### config.mk
export PLATFORM = sky130hd
export DESIGN_NAME = mul_sequencer
export DESIGN_NICKNAME = d
export VERILOG_FILES = /design/src/rtl/mul_pkg.sv /design/src/rtl/mul_step.sv /design/src/rtl/mul_sequencer.sv
export SDC_FILE = /design/constraint.sdc
export NUM_CORES = 1
export LEC_CHECK = 0
export ABC_AREA = 1
export CAP_MARGIN = 25
export CELL_PAD_IN_SITES_DETAIL_PLACEMENT = 1
export CELL_PAD_IN_SITES_GLOBAL_PLACEMENT = 2
export CORE_MARGIN = 1
export CORE_UTILIZATION = 30
export DETAILED_ROUTE_END_ITERATION = 12
export GPL_TIMING_DRIVEN = 0
export PLACE_DENSITY = 0.8
export SETUP_SLACK_MARGIN = 0.3
export SYNTH_ARGS = -nofsm -noshare
export SYNTH_HDL_FRONTEND = slang
export SYNTH_SLANG_ARGS = --single-unit
### constraint.sdc
create_clock -name clk_i -period 2.98 [get_ports clk_i]
set_input_delay 0.596 -clock clk_i [delete_from_list [all_inputs] [get_ports clk_i]]
set_output_delay 0.596 -clock clk_i [all_outputs]
set_load 0.02 [all_outputs]
### src/rtl/mul_pkg.sv
// mul_pkg: decode constants and sequencer state type shared by the EX-stage multiplier and ALU decoder.
package mul_pkg;
   localparam logic [10:0] FUNCT_MUL   = 11'b10011011000;
   localparam logic [10:0] FUNCT_UMULH = 11'b10011011110;
   localparam logic [1:0]  ALUOP_RTYPE = 2'b10;
   typedef enum logic [1:0] {IDLE, RUN, DONE} mul_state_t;
endpackage

### src/rtl/mul_step.sv
// mul_step: one shift-add multiply iteration; the carry out of the upper add re-enters at the product MSB.
module mul_step #(
   parameter int N = 64
) (
   input  logic [2*N-1:0] prod_i,
   input  logic [N-1:0]   mcand_i,
   output logic [2*N-1:0] prod_o
);
   logic [N:0] sum;
   always_comb begin
      sum    = {1'b0, prod_i[2*N-1:N]} + (prod_i[0] ? {1'b0, mcand_i} : '0);
      prod_o = {sum, prod_i[N-1:1]};
   end
endmodule

### src/rtl/mul_sequencer.sv
// mul_sequencer: detects MUL/UMULH in EX, runs a fixed N-step shift-add and stalls the pipeline until done.
module mul_sequencer
   import mul_pkg::*;
#(
   parameter  int N  = 64,
   localparam int CW = $clog2(N) + 1
) (
   input  logic         clk_i,
   input  logic         rst_ni,
   input  logic         ex_valid_i,
   input  logic         flush_i,
   input  logic [1:0]   aluop_i,
   input  logic [10:0]  funct_i,
   input  logic [N-1:0] op_a_i,
   input  logic [N-1:0] op_b_i,
   output logic         stall_o,
   output logic         busy_o,
   output logic [N-1:0] result_o,
   output logic         result_valid_o
);
   mul_state_t     state_q, state_d;
   logic [2*N-1:0] prod_q, prod_d, prod_step;
   logic [N-1:0]   mcand_q, mcand_d;
   logic [CW-1:0]  count_q, count_d;
   logic           hi_sel_q, hi_sel_d;
   logic           is_mul, last, valid;

   assign is_mul = ex_valid_i & ~flush_i & (aluop_i == ALUOP_RTYPE)
                 & ((funct_i == FUNCT_MUL) | (funct_i == FUNCT_UMULH));
   assign last   = count_q == CW'(1);

   mul_step #(.N(N)) u_step (
      .prod_i  (prod_q),
      .mcand_i (mcand_q),
      .prod_o  (prod_step)
   );

   always_ff @(posedge clk_i or negedge rst_ni) begin
      if (!rst_ni) begin
         state_q  <= IDLE;
         prod_q   <= '0;
         mcand_q  <= '0;
         count_q  <= '0;
         hi_sel_q <= 1'b0;
      end else begin
         state_q  <= state_d;
         prod_q   <= prod_d;
         mcand_q  <= mcand_d;
         count_q  <= count_d;
         hi_sel_q <= hi_sel_d;
      end
   end

   always_comb begin
      state_d  = state_q;
      prod_d   = prod_q;
      mcand_d  = mcand_q;
      count_d  = count_q;
      hi_sel_d = hi_sel_q;
      case (state_q)
         IDLE: if (is_mul) begin
            state_d  = RUN;
            mcand_d  = op_a_i;
            prod_d   = {{N{1'b0}}, op_b_i};
            count_d  = CW'(N);
            hi_sel_d = funct_i == FUNCT_UMULH;
         end
         RUN: begin
            prod_d  = prod_step;
            count_d = count_q - CW'(1);
            state_d = flush_i ? IDLE : (last ? DONE : RUN);
         end
         default: state_d = IDLE;
      endcase
   end

   // stall is gated by reset so a held multiply encoding cannot raise it while in reset
   always_comb begin
      valid          = (state_q == DONE) & ~flush_i;
      stall_o        = rst_ni & ((state_q == IDLE) ? is_mul : ((state_q == RUN) & ~flush_i));
      busy_o         = state_q != IDLE;
      result_valid_o = valid;
      result_o       = valid ? (hi_sel_q ? prod_q[2*N-1:N] : prod_q[N-1:0]) : '0;
   end
endmodule

Word-level counts from Yosys, hierarchy flattened
Cells that the tools add are included.
W data, S select, Z words.
- output and inout port bits: 67
- bits in registers: 202
- word-level logic and storage cells: 39
- input bits: 145
- equal/unequal tests: 7
- multiplexer cells: 12
- bitwise gates (word level): 8
- $add $sub $neg: 2
- reduce and logical (&&, ||, !) cells: 5
- operator list (operator ; number):
    $pmux W128 S2 ; 1
    $mux W64 ; 3
    $mux W128 ; 1
    $add A64 B65 Y65 ; 1
    $eq A11 B11 Y1 const B ; 2
    $pmux W7 S2 ; 1
    $eq A7 B1 Y1 const B ; 1
    $mux W7 ; 1
    $sub A7 B1 Y7 const B ; 1
    $and A1 B1 Y1 ; 6
    $mux W2 ; 3
    $eq A2 B2 Y1 const B ; 2
    $pmux W2 S2 ; 1
    $reduce_and A2 Y1 ; 2
    $reduce_bool A2 Y1 ; 2
    $eq A2 B1 Y1 const B ; 1
    $logic_not A2 Y1 ; 1
    $ne A2 B2 Y1 const B ; 1
    $mux W1 ; 1
    $not A1 Y1 ; 1
    $or A1 B1 Y1 ; 1

Depth between registers and ports, before layout
Gate-level depths: netlist (run 1).
- depth after elaboration: 6
- mapped depth: 20
- depth with buffers taken out: 18

Modules after synthesis
A second synthesis (run 1) with hierarchy kept.
- cell total of the unflattened synthesis: 2828
- area total of the unflattened synthesis: 16871.2 sq um
- by module, submodules not included (module ; sequential area each (sq um) ; cells each ; times used ; area an instance (sq um)):
    mul_sequencer ; 5054.8 ; 1340 ; 1 ; 9840.7
    mul_step ; 0.0 ; 1488 ; 1 ; 7030.5

Worst setup path before layout (run 1)
Ideal clock, no wire load.
- path kind: reg2reg
- from: register prod_q[0]
- to: register prod_q[111]
- setup slack: 455 ps
- buffers on the path: 2
- arrival: 2407 ps
- required time: 2862 ps
- setup time: 118 ps
- cell stages (with the launch flop): 20
- clock period less this slack: 2525 ps
- cells stage by stage: dfrtp_1 clkbuf_1 clkbuf_1 nand2_1 inv_1 ha_1 inv_1 fa_1 inv_1 nand3_1 nand2_1 nand2_1 nand2_1 nand2_1 nand2_1 nand3_1 nand3_1 nand2_1 nand3_1 nand2_1
- longest elaborated chain between the ends: 3
- ends and longest elaborated chain (what ; RTL line ; RTL):
    from (decl) ; mul_sequencer.sv:22 ; logic [2*N-1:0] prod_q, prod_d, prod_step;
    from (signal assigned) ; mul_sequencer.sv:47 ; prod_q <= prod_d;
    $mux W64 ; mul_step.sv:11 ; sum = {1'b0, prod_i[2*N-1:N]} + (prod_i[0] ? {1'b0, mcand_i} : '0);
    $add A64 B65 Y65 ; mul_step.sv:11 ;
    $pmux W128 S2 ; mul_sequencer.sv:60 ; case (state_q)
Every way passes these cells.
A chain may end at the register's enable or synchronous reset.

Worst setup path in the final report (run 1)
- from: register state_q[0]
- to: output stall_o
- longest elaborated chain between the ends: 4
- elaborated cells between the ends (all ways): 5
- those cells by class: 1 x eq/ne; 1 x mux; 2 x bitwise; 1 x reduce/logical
- ends and longest elaborated chain (what ; RTL line ; RTL):
    from (decl) ; mul_sequencer.sv:21 ; mul_state_t state_q, state_d;
    from (signal assigned) ; mul_sequencer.sv:46 ; state_q <= state_d;
    $eq A2 B1 Y1 ; mul_sequencer.sv:80 ; stall_o = rst_ni & ((state_q == IDLE) ? is_mul : ((state_q == RUN) & ~flush_i));
    $and A1 B1 Y1 ; mul_sequencer.sv:80 ;
    $mux W1 * ; mul_sequencer.sv:80 ;
    $and A1 B1 Y1 * ; mul_sequencer.sv:80 ;
    to (decl) ; mul_sequencer.sv:16 ; output logic stall_o,
Mark *: on every way between the ends. The rest lies on a longest branch, timed or not.

==> metrics.md, run 1 <==
| Metric | Value |
|---|---|
| Outcome | `complete, no violations` |
| Die width | `230.3 um` |
| Largest net degree at the start of global routing | `110` |
| Critical Path Sink Type | `output port` |
| CP Max Fanout | `10` |
| Routed len/inst | `18.85 um` |
| #FFs+latches synth | `202` |
| Mapped cell area | `0.01564 mm2` |
| Mapped Cells | `2616` |
| Leak | `11.90 nW` |
| Primary FF master, synth | `dfrtp_1` |
| Total GRT Usage | `25.31%` |
| H-Tree Depth | `1` |
| Synth Net Count | `2828` |
| Root buf cell | `clkbuf_16` |
| Die Y | `230.3 um` |
| Post-route ant nets | `0` |
| Slowest-stage cell, CP | `dfrtp_1` |
| Initial antenna violation count | `1` |
| Share of post-route cells with drive strength above 1 | `24.54%` |
| Final setup viols | `0` |
| Iter 0 DRT Violations | `833` |
| Final hold viol count | `0` |
| Yosys Warn Count | `0` |
| Detail Placement HPWL | `53340 um` |
| Final wirelength | `68070 um` |
| Power Total | `7.096 mW` |
| Crit-path most repeated cell | `inv_1` |
| N_diodes | `0` |
| Final RePlAce weighted congestion | `0.8999` |
| Worst path top cell family by delay | `buffers and inverters` |
| Min-Delay Path Class | `in -> async` |
| FP Rows | `83` |
| Grt total ovfl | `0` |
| Internal | `5.214 mW` |
| First-pass GRT wire length | `104100 um` |
| WP data required | `2380 ps` |
| Fin crit period | `2815 ps` |
| Area growth syn-to-layout | `46.83%` |
| Worst skew pair latency | `570 ps` |
| CTS Hold Bufs | `0` |
| Slew headroom | `30.32%` |
| Unique cell type count in the Yosys netlist | `38` |
| Max cap viols | `0` |
| Clock group share of total power | `47.5%` |
| Final worst clock skew | `12.41 ps` |
| Endpoint arrival time on the critical path | `2220 ps` |
| Filler cells | `6550` |
| Sequential fraction of the synthesis area | `32.32%` |
| Vias in the first global route | `18130` |
| Worst path bufs/invs | `6` |
| Power per cell area | `309.0 mW/mm2` |
| Setup CP Type | `reg -> out` |
| Most common cell in the synthesized netlist | `nand2_1` |
| Post-synth EDFFs | `0` |
| Initial core utilization | `30.42%` |
| Die area | `0.05305 mm2` |
| Async set-reset flop share out of synthesis | `100.0%` |
| Mean number of vias per cell | `4.781` |
| Drt drc | `0` |
| Final period util | `94.45%` |
| Total number of vias | `17260` |
| Startpoint Class | `register` |
| Sw power | `1.882 mW` |
| CTS sink cnt | `202` |
| Area share of the largest cell type after synthesis | `32.32%` |
| Drt pass-1 iters | `5` |
| Max Slew Vio Count | `0` |
| IO buf count | `211` |
| RSZ-0062 raised after global routing | `true` |
| Switching part of the total power | `26.52%` |
| Cells along the critical path | `inv_1 -> nor2_1 -> inv_1 -> buf_6 -> buf_6 -> nor2_2 -> inv_1 -> a21boi_0 -> buf_2` |
| Yosys top cell by area | `dfrtp_1` |
| CTS max path bufs | `3` |
| Max IR drop VDD | `0.4025 mV` |
| Reg clk slew, reported paths | `60 ps` |
| Ports | `212` |
| TritonCTS clock tree | `built` |
| Reg power frac | `39.3%` |
| Max incr delay on CP | `350 ps` |
| Logic pwr share | `13.2%` |
| Core Box Area | `0.05141 mm2` |
| Largest cells by area after synthesis | `dfrtp_1 32%, nand2_1 24%, inv_1 11%, nor2_1 5.9%, ha_1 5.3%` |
| Most frequent cells after synthesis | `1018 x nand2_1, 476 x inv_1, 245 x nor2_1` |
| Worst Hold Slack | `3.305 ps` |
| CTS Buf Count | `26` |
| Nets | `3122` |
| Avg Cell Area, Syn | `5.979 um2` |
| Fmax | `355.3 MHz` |
| Worst-Margin Slew | `1045 ps` |
final timing paths:
kind | startpoint | end | slack, ps | cells past startpoint
worst min register to register | mcand_q[59] | mcand_q[59] | 480 | 2
max in group asynchronous | rst_ni | mcand_q[35] | 1870 | 2
min in group clk_i | mcand_q[59] | mcand_q[59] | 480 | 2
worst min-delay path | rst_ni | prod_q[3] | 3 | 1
worst max-delay path | state_q[0] | stall_o | 170 | 9
worst max register to register | prod_q[0] | prod_q[119] | 380 | 17
stage by stage:
stage          setup TNS, ps  util, %  instance area, um2  std cells  setup WS, ps
2_1_floorplan              0        -               15640       2616         455.5
3_3_place_gp        -1691200    36.19               18600       3507         -8063
3_5_place_dp          -46710    36.31               18670       3510        -711.4
4_1_cts                    0    40.61               20880       3572         54.64
5_1_grt                    0    44.67               22960       3610         49.77
6_report                   0    44.67               22960       3610         165.4
logic make-up (layout without fill, tap and decap cells):
| kind of cell | after synthesis | after routing | share of synthesized area, % |
|---|---|---|---|
| fa+ha+maj | 67 | 67 | 5.408 |
| compound gates | 303 | 303 | 10.30 |
| simple gates | 1467 | 1467 | 37.28 |
| xor+xnor | 8 | 8 | 0.4480 |
| flops | 202 | 202 | 32.32 |
| buf+inv | 569 | 883 | 14.24 |
what timing repair did:
item / in CTS / in global routing
pin swaps: 34 / 99
setup endpoints to repair: 125 / 105
resized for setup: 555 / 540
setup buffers: 13 / 33
cloned: 1 / 5
worst register-to-register path, delay by kind of cell, from the launching register on:
family                   cells  cell delay [ps]
buffers and inverters        5              590
AND/OR/NAND/NOR             11             1180
adder cells (fa/ha/maj)      1              290
flip-flops                   1              400
per-layer routing:
metal | routed length, um | share of wire [%] | vias to the layer above | global-route usage (%)
li1 | - | - | 8570 | -
met1 | 31850 | 47 | 8332 | 34.67
met2 | 32290 | 47 | 270 | 42.55
met3 | 2169 | 3.2 | 87 | 2.555
met4 | 1755 | 2.6 | 0 | 5.919
met5 | 0 | 0 | - | 0
final cells by class:
cell class                      count  area [um2]  share of cell area [%]
Timing Repair Buffer              265        2630                   11.45
Clock buffer                       40       813.3                   3.541
Clock inverter                      8       105.1                  0.4577
Tap cell                          680       850.8                   3.705
Inverter                          478        1826                   7.949
Multi-Input combinational cell   1845       11010                   47.95
Sequential cell                   202        5055                   22.01
Buffer                             91       653.1                   2.844
Timing Repair inverter              1       20.02                 0.08717
power groups by stage:
| stage | sequential [mW] | clock [mW] | combinational (mW) |
|---|---|---|---|
| after global routing | 2.79 | 3.53 | 1.03 |
| after floorplan | 2.83 | 0 | 0.313 |
| final | 2.79 | 3.37 | 0.937 |
| after global placement | 2.84 | 0 | 0.687 |
| after CTS | 2.79 | 3.45 | 0.799 |
| after detailed placement | 2.83 | 0 | 0.698 |
cell usage in the layout (no fill, tap or decap), drive strengths merged, types with 4 or more instances in the layout:
master and count:
nand2 1024, nor3 21, or2 4, nor4 4, clkbuf 78, inv 478, clkinv 6, o211ai 29
nand4 8, nor2 247, a21oi 129, dlygate4sd2 4, clkdlybuf4s50 143, nand3 154, xor2 4, xnor2 4
dfrtp 202, o21ai 135, ha 66, buf 170
sequential cells by signal, indices dropped and copies added, names as in the netlist:
| register | count |
|---|---|
| prod_q | 128 |
| mcand_q | 64 |
| count_q | 7 |
| state_q | 2 |
| hi_sel_q | 1 |
Note: power is estimated with default switching activity, not from simulation.
==> run 2: changes to the inputs <==
GPL_TIMING_DRIVEN = not set   (was 0)
==> run 2 against run 1 <==
  * Worst setup slack gained 160 ps
  * Fmax grew 6.1%
  * Die area is the same
  * Non-clock buffer count shrank 103
  * Cell count shrank 2.9%
  * Via count shrank 5.2%
  * Clock skew grew 8.6 ps
  * Critical path depth grew 7
  * First-iteration DRC count shrank 18%
  * Routed wire length shrank 15%
==> metrics.md, run 2 (synthesized netlist as in run 1, its figures left out) <==
| Metric | Value |
|---|---|
| Final Non-Filler Cells | `3504` |
| Reg power frac | `40.8%` |
| Commonest non-fill, non-tap cells in the layout | `975 x nand2_1, 474 x inv_1, 211 x nor2_1, 200 x dfrtp_1, 144 x clkdlybuf4s50_1` |
| Switching part of the total power | `25.32%` |
| Largest register FFs | `128` |
| Routed len/inst | `16.44 um` |
| Largest net degree at the start of global routing | `165` |
| Final hold viol count | `0` |
| Root buf cell | `clkbuf_16` |
| CTS Buf Count | `25` |
| Share of post-route cells with drive strength above 1 | `10.41%` |
| First-pass GRT wire length | `91850 um` |
| Min-Delay Path Class | `in -> async` |
| Die area | `0.05305 mm2` |
| Ports | `212` |
| Mean number of vias per cell | `4.670` |
| Endpoint arrival time on the critical path | `3080 ps` |
| Met3 GRT Util | `2.195%` |
| Detail Placement HPWL | `45370 um` |
| Drt drc | `0` |
| CP Max Fanout | `31` |
| GRT busiest layer | `met2` |
| Final wirelength | `57610 um` |
| Grt total ovfl | `0` |
| Initial antenna violation count | `0` |
| Outcome | `complete, no violations` |
| Initial core utilization | `30.42%` |
| Startpoint Class | `register` |
| Die width | `230.3 um` |
| Drt pass-1 iters | `4` |
| Fin crit period | `2654 ps` |
| Grt met1 use | `29.61%` |
| R2R Path Start | `prod_q[0]` |
| Total number of vias | `16360` |
| Final period util | `89.05%` |
| Area growth syn-to-layout | `26.22%` |
| Max IR drop VDD | `0.3504 mV` |
| TritonCTS clock tree | `built` |
| Fmax | `376.8 MHz` |
| Clock group share of total power | `48.4%` |
| Post-Route Setup TNS | `0 ps` |
| Internal | `5.100 mW` |
| IO buf count | `211` |
| Power per cell area | `345.9 mW/mm2` |
| RSZ-0062 raised after global routing | `true` |
| Dpl cells | `3455` |
| Post-route ant nets | `0` |
| Final setup viols | `0` |
| Critical Path Sink Type | `register` |
| Reg clk slew, reported paths | `60 ps` |
| Die Y | `230.3 um` |
| Leak | `11.03 nW` |
| Met2 Usage GRT | `36.60%` |
| Total GRT Usage | `21.60%` |
| Worst path bufs/invs | `4` |
| N_diodes | `0` |
| Worst path top cell family by delay | `simple AND/OR/NAND/NOR gates` |
| CTS max path bufs | `3` |
| Core Box Area | `0.05141 mm2` |
| Worst skew pair latency | `560 ps` |
| Max cap viols | `0` |
| Final RePlAce weighted congestion | `0.9198` |
| CTS sink cnt | `202` |
| Worst Reg2Reg Path Length in Cells | `16` |
| WP data required | `3410 ps` |
| Sw power | `1.729 mW` |
| RR Endpoint | `prod_q[113]` |
| Worst-Margin Slew | `806.8 ps` |
| Crit-path most repeated cell | `nand2_1` |
| Logic pwr share | `10.8%` |
| Largest reg by FF count | `prod_q` |
| Slew headroom | `46.22%` |
| FF-to-FF setup slack | `330 ps` |
| Cells along the critical path | `buf_12 -> nand2_1 -> inv_1 -> ha_1 -> nand2_1 -> inv_1 -> nand2_1 -> nand2_1 -> inv_1 -> nand2_1 -> nand2_1 -> nand2_1 -> a21oi_1 -> nand3_1 -> nand3_1 -> nand2_1` |
| Slowest-stage cell, CP | `dfrtp_2` |
| FP Rows | `83` |
| Max incr delay on CP | `450 ps` |
| Setup CP Type | `reg -> reg` |
| Vias in the first global route | `17040` |
| Nets | `3017` |
| Power Total | `6.829 mW` |
| Largest registers | `prod_q: 128 flops, mcand_q: 64 flops, count_q: 7 flops` |
| Commonest non-fill, non-tap cell in the layout | `nand2_1` |
| Final worst clock skew | `21.02 ps` |
| H-Tree Depth | `1` |
| Max Slew Vio Count | `0` |
| Iter 0 DRT Violations | `683` |
-- run 2: cell types whose count changed in the layout (fill, tap and decap cells not counted), sizes merged, moves of 2 or more --
cell,previous run,this run
clkdlybuf4s15,0,2
clkinv,6,4
dlygate4sd2,4,0
buf,170,48
clkbuf,78,94
-- run 2: worst max-delay path by stage --
stage                     cells after the start  slack [ps]        start           to
after detailed placement                      7        -100  funct_i[10]      stall_o
after CTS                                     7         170  funct_i[10]      stall_o
after global routing                         17         160    prod_q[0]  prod_q[119]
after global placement                        7         -70  funct_i[10]      stall_o
after floorplan                              19         460    prod_q[0]  prod_q[111]
final                                        16         330    prod_q[0]  prod_q[113]
-- run 2: cell type report --
| type | count | area, um2 |
|---|---|---|
| multi-input cells | 1845 | 8886 |
| clock buffers | 36 | 716.9 |
| repair buffers | 253 | 2271 |
| fillers | 6798 | 31660 |
| flip-flops and latches | 202 | 5060 |
| clock inverters | 10 | 160.2 |
| well taps | 680 | 850.8 |
| inverters | 478 | 1797 |
-- run 2: per-stage QoR --
stage / hold slack [ps] / utilization (%) / worst slack (ps) / instance area, um2
4_1_cts: 181.9 / 38.09 / 167.0 / 19580
2_1_floorplan: 300.4 / - / 455.5 / 15640
6_report: 161.1 / 38.40 / 326.3 / 19740
3_3_place_gp: 465.1 / 36.25 / -65.21 / 18640
5_1_grt: 199.5 / 38.40 / 164.4 / 19740
3_5_place_dp: 465.3 / 36.25 / -102.3 / 18640
-- run 2: what timing repair did --
action                                  in CTS  in global routing
hold buffers                                 0                  0
gates resized for setup                    130                208
setup buffers                                2                  1
pin swaps                                    0                  6
endpoints found under the setup margin      84                105
-- run 2: layer usage --
| metal | wire [um] | share of wire [%] |
|---|---|---|
| met4 | 1080 | 1.9 |
| met2 | 26820 | 47 |
| met5 | 0 | 0 |
| met3 | 1355 | 2.4 |
| met1 | 28350 | 49 |
-- run 2: power groups by stage --
stage | Combinational, mW | Clock (mW) | Sequential, mW
6_report | 0.741 | 3.30 | 2.79
3_3_place_gp | 0.697 | 0 | 2.83
3_5_place_dp | 0.705 | 0 | 2.84
5_1_grt | 0.829 | 3.51 | 2.79
2_1_floorplan | 0.313 | 0 | 2.83
4_1_cts | 0.715 | 3.41 | 2.78
